--- config.mk ---
export PLATFORM = sky130hd
export DESIGN_NAME = uart_rx_deframer
export DESIGN_NICKNAME = d
export VERILOG_FILES = /design/src/rtl/uart_pkg.sv /design/src/rtl/uart_baud_cnt.sv /design/src/rtl/uart_rx_deframer.sv
export SDC_FILE = /design/constraint.sdc
export NUM_CORES = 1
export LEC_CHECK = 0
export ABC_CLOCK_PERIOD_IN_PS = 2800
export BUFFER_PORTS_ARGS = -buffer_cell sky130_fd_sc_hd__buf_4
export CAP_MARGIN = 10
export CORE_ASPECT_RATIO = 0.75
export CORE_MARGIN = 5
export CORE_UTILIZATION = 37
export DETAILED_ROUTE_END_ITERATION = 16
export PLACE_DENSITY = 0.5
export SLEW_MARGIN = 20
export SYNTH_ARGS = -nofsm -noshare
export SYNTH_HDL_FRONTEND = slang
export SYNTH_SLANG_ARGS = --single-unit
--- constraint.sdc ---
create_clock -name clk -period 2.8 [get_ports clk]
set_input_delay 0.56 -clock clk [delete_from_list [all_inputs] [get_ports clk]]
set_output_delay 0.56 -clock clk [all_outputs]
set_load 0.005 [all_outputs]
--- src/rtl/uart_pkg.sv ---
// Shared UART definitions used by the receive deframer, transmitter and command FSM.
// The optional parity stage is compiled in with the UART_RX_PARITY_EN macro.
package uart_pkg;

  // Default line rate: 50 MHz system clock at 115200 baud.
  localparam int UART_BR_DEFAULT         = 434;
  localparam int UART_DATA_WIDTH_DEFAULT = 8;

  // Receive FSM state encoding.
  localparam logic [2:0] ST_IDLE   = 3'd0;
  localparam logic [2:0] ST_START  = 3'd1;
  localparam logic [2:0] ST_DATA   = 3'd2;
  localparam logic [2:0] ST_PARITY = 3'd3;
  localparam logic [2:0] ST_STOP   = 3'd4;

  // Width of an index over n items. It never returns 0, so a 1-bit frame still gets a legal vector.
  function automatic int uart_idx_width(input int n);
    return (n > 1) ? $clog2(n) : 1;
  endfunction

endpackage

--- src/rtl/uart_baud_cnt.sv ---
// Bit-period counter shared by the UART receive and transmit paths.
// It counts 0..BR-1 and wraps. It provides a mid-bit strobe and an end-of-bit strobe.
// A synchronous clear realigns the count to 0.
module uart_baud_cnt #(
  parameter int BR = 434
) (
  input  logic clk,
  input  logic rst,
  input  logic i_clr,
  output logic o_mid,
  output logic o_end
);

  localparam int CW = $clog2(BR);
  localparam logic [CW-1:0] LAST = CW'(BR - 1);
  localparam logic [CW-1:0] MID  = CW'(BR / 2 - 1);

  logic [CW-1:0] r_cnt;

  // Free-running bit counter. A clear wins over the wrap. The wrap returns the count to 0 so bit periods chain seamlessly.
  always_ff @(posedge clk or posedge rst) begin
    if (rst) begin
      r_cnt <= '0;
    end else if (i_clr) begin
      r_cnt <= '0;
    end else if (r_cnt == LAST) begin
      r_cnt <= '0;
    end else begin
      r_cnt <= r_cnt + 1'b1;
    end
  end

  assign o_mid = (r_cnt == MID);
  assign o_end = (r_cnt == LAST);

endmodule

--- src/rtl/uart_rx_deframer.sv ---
// UART receive deframer. It synchronizes rx and deframes start/data/[parity]/stop.
// Each good byte is delivered into a one-entry valid/ready holding register.
// Framing, parity and overrun errors are reported as single-cycle pulses.
// Define UART_RX_PARITY_EN to add a parity bit between the data and the stop bit.
module uart_rx_deframer
  import uart_pkg::*;
#(
  parameter int BR         = UART_BR_DEFAULT,
  parameter int DATA_WIDTH = UART_DATA_WIDTH_DEFAULT,
  parameter int PARITY_ODD = 0
) (
  input  logic                  clk,
  input  logic                  rst,
  input  logic                  rx,
  output logic [DATA_WIDTH-1:0] rx_data,
  output logic                  rx_vld,
  input  logic                  rx_rdy,
  output logic                  frame_err,
  output logic                  parity_err,
  output logic                  overrun_err,
  output logic                  busy
);

  localparam int IW = uart_idx_width(DATA_WIDTH);
  localparam logic [IW-1:0] LAST_IDX = IW'(DATA_WIDTH - 1);

  logic                  r_sync1;
  logic                  r_sync2;
  logic                  r_rxPrev;
  logic [2:0]            r_state;
  logic [IW-1:0]         r_bitIdx;
  logic [DATA_WIDTH-1:0] r_shift;
  logic [DATA_WIDTH-1:0] r_data;
  logic                  r_vld;
  logic                  r_frameErr;
  logic                  r_parityErr;
  logic                  r_overrunErr;

  logic w_fall;
  logic w_mid;
  logic w_end;
  logic w_cntClr;
  logic w_stopSample;
  logic w_parMis;
  logic w_good;

`ifdef UART_RX_PARITY_EN
  logic r_parMis;
  logic w_parExp;
  // Even parity: the parity bit equals the XOR of the data. Odd parity inverts it.
  assign w_parExp = (^r_shift) ^ (PARITY_ODD != 0);
  assign w_parMis = r_parMis;
`else
  logic w_unusedParityOdd;
  assign w_unusedParityOdd = (PARITY_ODD != 0);
  assign w_parMis = 1'b0;
`endif

  // Two-flop synchronizer, plus a history flop for falling-edge detection. All flops idle high like the line.
  always_ff @(posedge clk or posedge rst) begin
    if (rst) begin
      r_sync1  <= 1'b1;
      r_sync2  <= 1'b1;
      r_rxPrev <= 1'b1;
    end else begin
      r_sync1  <= rx;
      r_sync2  <= r_sync1;
      r_rxPrev <= r_sync2;
    end
  end

  assign w_fall = r_rxPrev & ~r_sync2;

  // Hold the counter at 0 while idle. Realign it once the start bit is confirmed, so later samples land mid-bit.
  assign w_cntClr = (r_state == ST_IDLE) || ((r_state == ST_START) && w_mid);

  uart_baud_cnt #(
    .BR (BR)
  ) u_baud (
    .clk   (clk),
    .rst   (rst),
    .i_clr (w_cntClr),
    .o_mid (w_mid),
    .o_end (w_end)
  );

  // Frame sequencer. It walks start, data, optional parity and stop, shifting data in LSB first.
  always_ff @(posedge clk or posedge rst) begin
    if (rst) begin
      r_state  <= ST_IDLE;
      r_bitIdx <= '0;
      r_shift  <= '0;
`ifdef UART_RX_PARITY_EN
      r_parMis <= 1'b0;
`endif
    end else begin
      case (r_state)
        ST_IDLE: begin
          if (w_fall) begin
            r_state <= ST_START;
          end
        end
        ST_START: begin
          if (w_mid) begin
            if (!r_sync2) begin
              r_state  <= ST_DATA;
              r_bitIdx <= '0;
`ifdef UART_RX_PARITY_EN
              r_parMis <= 1'b0;
`endif
            end else begin
              r_state <= ST_IDLE;
            end
          end
        end
        ST_DATA: begin
          if (w_end) begin
            r_shift[r_bitIdx] <= r_sync2;
            if (r_bitIdx == LAST_IDX) begin
`ifdef UART_RX_PARITY_EN
              r_state <= ST_PARITY;
`else
              r_state <= ST_STOP;
`endif
            end else begin
              r_bitIdx <= r_bitIdx + 1'b1;
            end
          end
        end
`ifdef UART_RX_PARITY_EN
        ST_PARITY: begin
          if (w_end) begin
            r_parMis <= (r_sync2 != w_parExp);
            r_state  <= ST_STOP;
          end
        end
`endif
        ST_STOP: begin
          if (w_end) begin
            r_state <= ST_IDLE;
          end
        end
        default: begin
          r_state <= ST_IDLE;
        end
      endcase
    end
  end

  assign w_stopSample = (r_state == ST_STOP) && w_end;
  assign w_good       = w_stopSample && r_sync2 && !w_parMis;

  // Result stage. It turns the stop-bit verdict into error pulses or a delivery into the holding register.
  always_ff @(posedge clk or posedge rst) begin
    if (rst) begin
      r_data       <= '0;
      r_vld        <= 1'b0;
      r_frameErr   <= 1'b0;
      r_parityErr  <= 1'b0;
      r_overrunErr <= 1'b0;
    end else begin
      r_frameErr   <= w_stopSample && !r_sync2;
      r_parityErr  <= w_stopSample && r_sync2 && w_parMis;
      r_overrunErr <= 1'b0;
      if (w_good) begin
        if (!r_vld || rx_rdy) begin
          r_data <= r_shift;
          r_vld  <= 1'b1;
        end else begin
          r_overrunErr <= 1'b1;
        end
      end else if (r_vld && rx_rdy) begin
        r_vld <= 1'b0;
      end
    end
  end

  assign rx_data     = r_data;
  assign rx_vld      = r_vld;
  assign frame_err   = r_frameErr;
  assign parity_err  = r_parityErr;
  assign overrun_err = r_overrunErr;
  assign busy        = (r_state != ST_IDLE);

endmodule

==> impl_metrics.yaml <==
timing:
  hold_viol: 0
  period_needed_ns: 2.26
  period_share_pct: 80.8
  slew_headroom_pct: 54.0
  rsz0062_at_grt: "no"
  tns_ns: 0
  max_freq_mhz: 442
  setup-violations-final: 0
  worst_pin_slew_ns: 0.686
  drv_slew: 0
  clock_skew_ns: 0.00743
hold_path:
  hold_path.class: "reg2reg"
  hold_start: "r_sync1$_DFF_PP1_"
detailed_routing:
  vias: 1126
  drc: 0
  ant_nets: 0
  drtIter0Drc: 30
  drt_wl_total_um: 3210
  routedWlPerCell_um: 14.5
  dr.pass1.iters: 4
  routed_via_density: 5.07
cts:
  cts_resized: 0
  cts_tree: "built"
  cts.path.max_buffers: 2
  h-tree-depth: 2
  cts_buffers: 5
  path_clk_slew_ns: 0.06
  cts_sinks: 37
  cts_hold_repair.buffers: 0
  cts-root-buf: "clkbuf_8"
  cts_setup_buffers: 0
  clock_latency_ns: 0.28
synthesis:
  synth_cell_type_count: 38
  syn_inst: 146
  yosysWarnings: 0
  synth_edf_count: 0
  syn_area_um2: 1720
  ys_ff_latch: 37
  syn_avg_cell_area_um2: 11.8
  async_flop_share_pct: 100
  synth.yosys.seq_area_share_pct: 54.0
  ys.flop_type: "dfrtp_1"
  synth_fp_nets: 155
cells_and_area:
  synthToLayoutAreaGrowth_pct: 14.9
  antenna_cells: 0
  final_common_cell: "dfrtp_1"
  mostFrequentLayoutCells: "dfrtp_1 (34), nor2_1 (17), mux2_2 (16), buf_4 (16)"
  nNetsFinal: 173
  drive_above_1_share_pct: 28.5
floorplanning:
  fp.dieW_um: 88.8
  fp-row-count: 21
  core_um2: 4490
  io_pins: 17
  start_util_pct: 38.3
  die-area_um2: 6140
  die_h_um: 69.1
worst_setup_path:
  cp.required_ns: 2.96
  worstSetupPathType: "reg2reg"
  cp_slowest_stage_delay_ns: 0.64
  arrival_ns: 2.42
  reg2reg_from: "u_baud.r_cnt[1]$_DFF_PP0_"
  worstPathCellList: "inv_1 -> ha_1 -> and4bb_2 -> nand4_4 -> nor4b_4 -> mux2_2"
  ff2ff_setup_slack_ns: 0.54
  critPathCaptureType: "register"
  cp_slowest_cell: "nor4b_4"
  cp_max_fo: 14
  cp-startpoint: "u_baud.r_cnt[1]$_DFF_PP0_"
  critPathLaunchType: "register"
power_and_ir_drop:
  internal_power_uw: 835
  finalPower_mw: 1.13
  p_per_area_nw_per_um2: 569
  p_sw_uw: 290
  netSwitchingFraction_pct: 25.8
  ir_drop_mv: 0.256
  pwr-share-comb_pct: 11.4
  clkPwrFrac_pct: 32.8
  pwr-share-seq_pct: 55.8
  leakage_nw: 0.963
global_routing:
  grt_pass1_vias: 1184
  antenna_found_initial: 0
  grt_usage_pct: 12.2
  grt_max_degree: 38
  grt_overflow: 0
  grt_pass1_wl_um: 5890
placement:
  gp_congestion: 0.757
  hpwl_um: 2310
  port_buffers: 15
run_status:
  status: "finished, final reports clean"
run:
  cap_violations: 0
synthesized netlist by cell type, drive strengths merged, types with 2 or more instances:
cell type,instances,area [um^2]
a211o,2,17.5
dfstp,3,78.8
mux2,16,180
nor3,6,30.0
xor2,2,17.5
inv,5,18.8
clkbuf,2,7.51
buf,3,17.5
nand2b,2,12.5
ha,5,62.6
and3,2,12.5
nor2,17,63.8
nand4,3,33.8
dfrtp,34,851
a21o,3,22.5
nand3,3,15.0
xnor2,5,43.8
nor4,7,43.8
nor2b,2,12.5
nand2,7,26.3
nor4b,3,41.3
logic make-up after synthesis:
logic type	Yosys count	synth area share [%]
flip-flops	37	54.0
adder cells (fa/ha/maj)	5	3.63
AO/OA/AOI/OAI	10	4.43
other	1	0.218
buffers and inverters	10	2.54
AND/OR/NAND/NOR	60	21.2
multiplexers	16	10.5
XOR/XNOR	7	3.56
power groups by stage:
stage / registers [mW] / logic [mW] / clock network, mW
2_1_floorplan: 0.623 / 0.101 / 0
3_3_place_gp: 0.635 / 0.125 / 0
3_5_place_dp: 0.637 / 0.131 / 0
4_1_cts: 0.628 / 0.132 / 0.382
5_1_grt: 0.637 / 0.153 / 0.408
6_report: 0.628 / 0.128 / 0.369
registers in the layout (all words and copies together), names as in the netlist:
register / cells
r_state: 3
rx_vld: 1
r_sync1: 1
r_shift: 8
r_rxPrev: 1
r_sync2: 1
r_bitIdx: 3
rx_data: 8
overrun_err: 1
u_baud.r_cnt: 9
frame_err: 1
metrics by stage:
step	hold slack, ns	util (%)	instance area (um^2)	cells	setup WS, ns
floorplan	0.345	-	1720	146	0.874
global placement	0.347	42.0	1890	214	0.604
detailed placement	0.350	42.0	1890	214	0.545
CTS	0.359	44.1	1980	222	0.518
global route	0.363	44.1	1980	222	0.384
finish	0.356	44.1	1980	222	0.537
cell type report:
cell class	count	area [um^2]
sequential	37	930
fill	410	2510
tap	57	71.3
inverter	5	18.8
timing repair buffer	16	120
clock buffer	8	90.1
multi-input combinational	99	749
critical path: cells and delay by family (launching register included):
kind	cells	cell delay (ns)
buffers and inverters	1	0.08
muxes	1	0.40
and+or+nand+nor	3	1.14
DFF	1	0.39
adders and majority gates	1	0.13
final timing paths:
kind / to / depth (start not counted)
worst max-delay path: rx_data[6]$_DFFE_PP0P_ / 6
worst min register to register: r_sync2$_DFF_PP1_ / 0
max in group asynchronous: r_rxPrev$_DFF_PP1_ / 3
worst min-delay path: r_sync2$_DFF_PP1_ / 0
worst max register to register: rx_data[6]$_DFFE_PP0P_ / 6
min in group asynchronous: r_shift[1]$_DFFE_PP0P_ / 3
routing by layer:
layer	global-route usage [%]	up-vias	routed length, um
li1	-	550	-
met1	18.0	548	1620
met2	17.1	23	1430
met3	3.69	5	137
met4	3.52	0	30
met5	0	-	0
No activity file was read; power rests on OpenSTA's default activity.
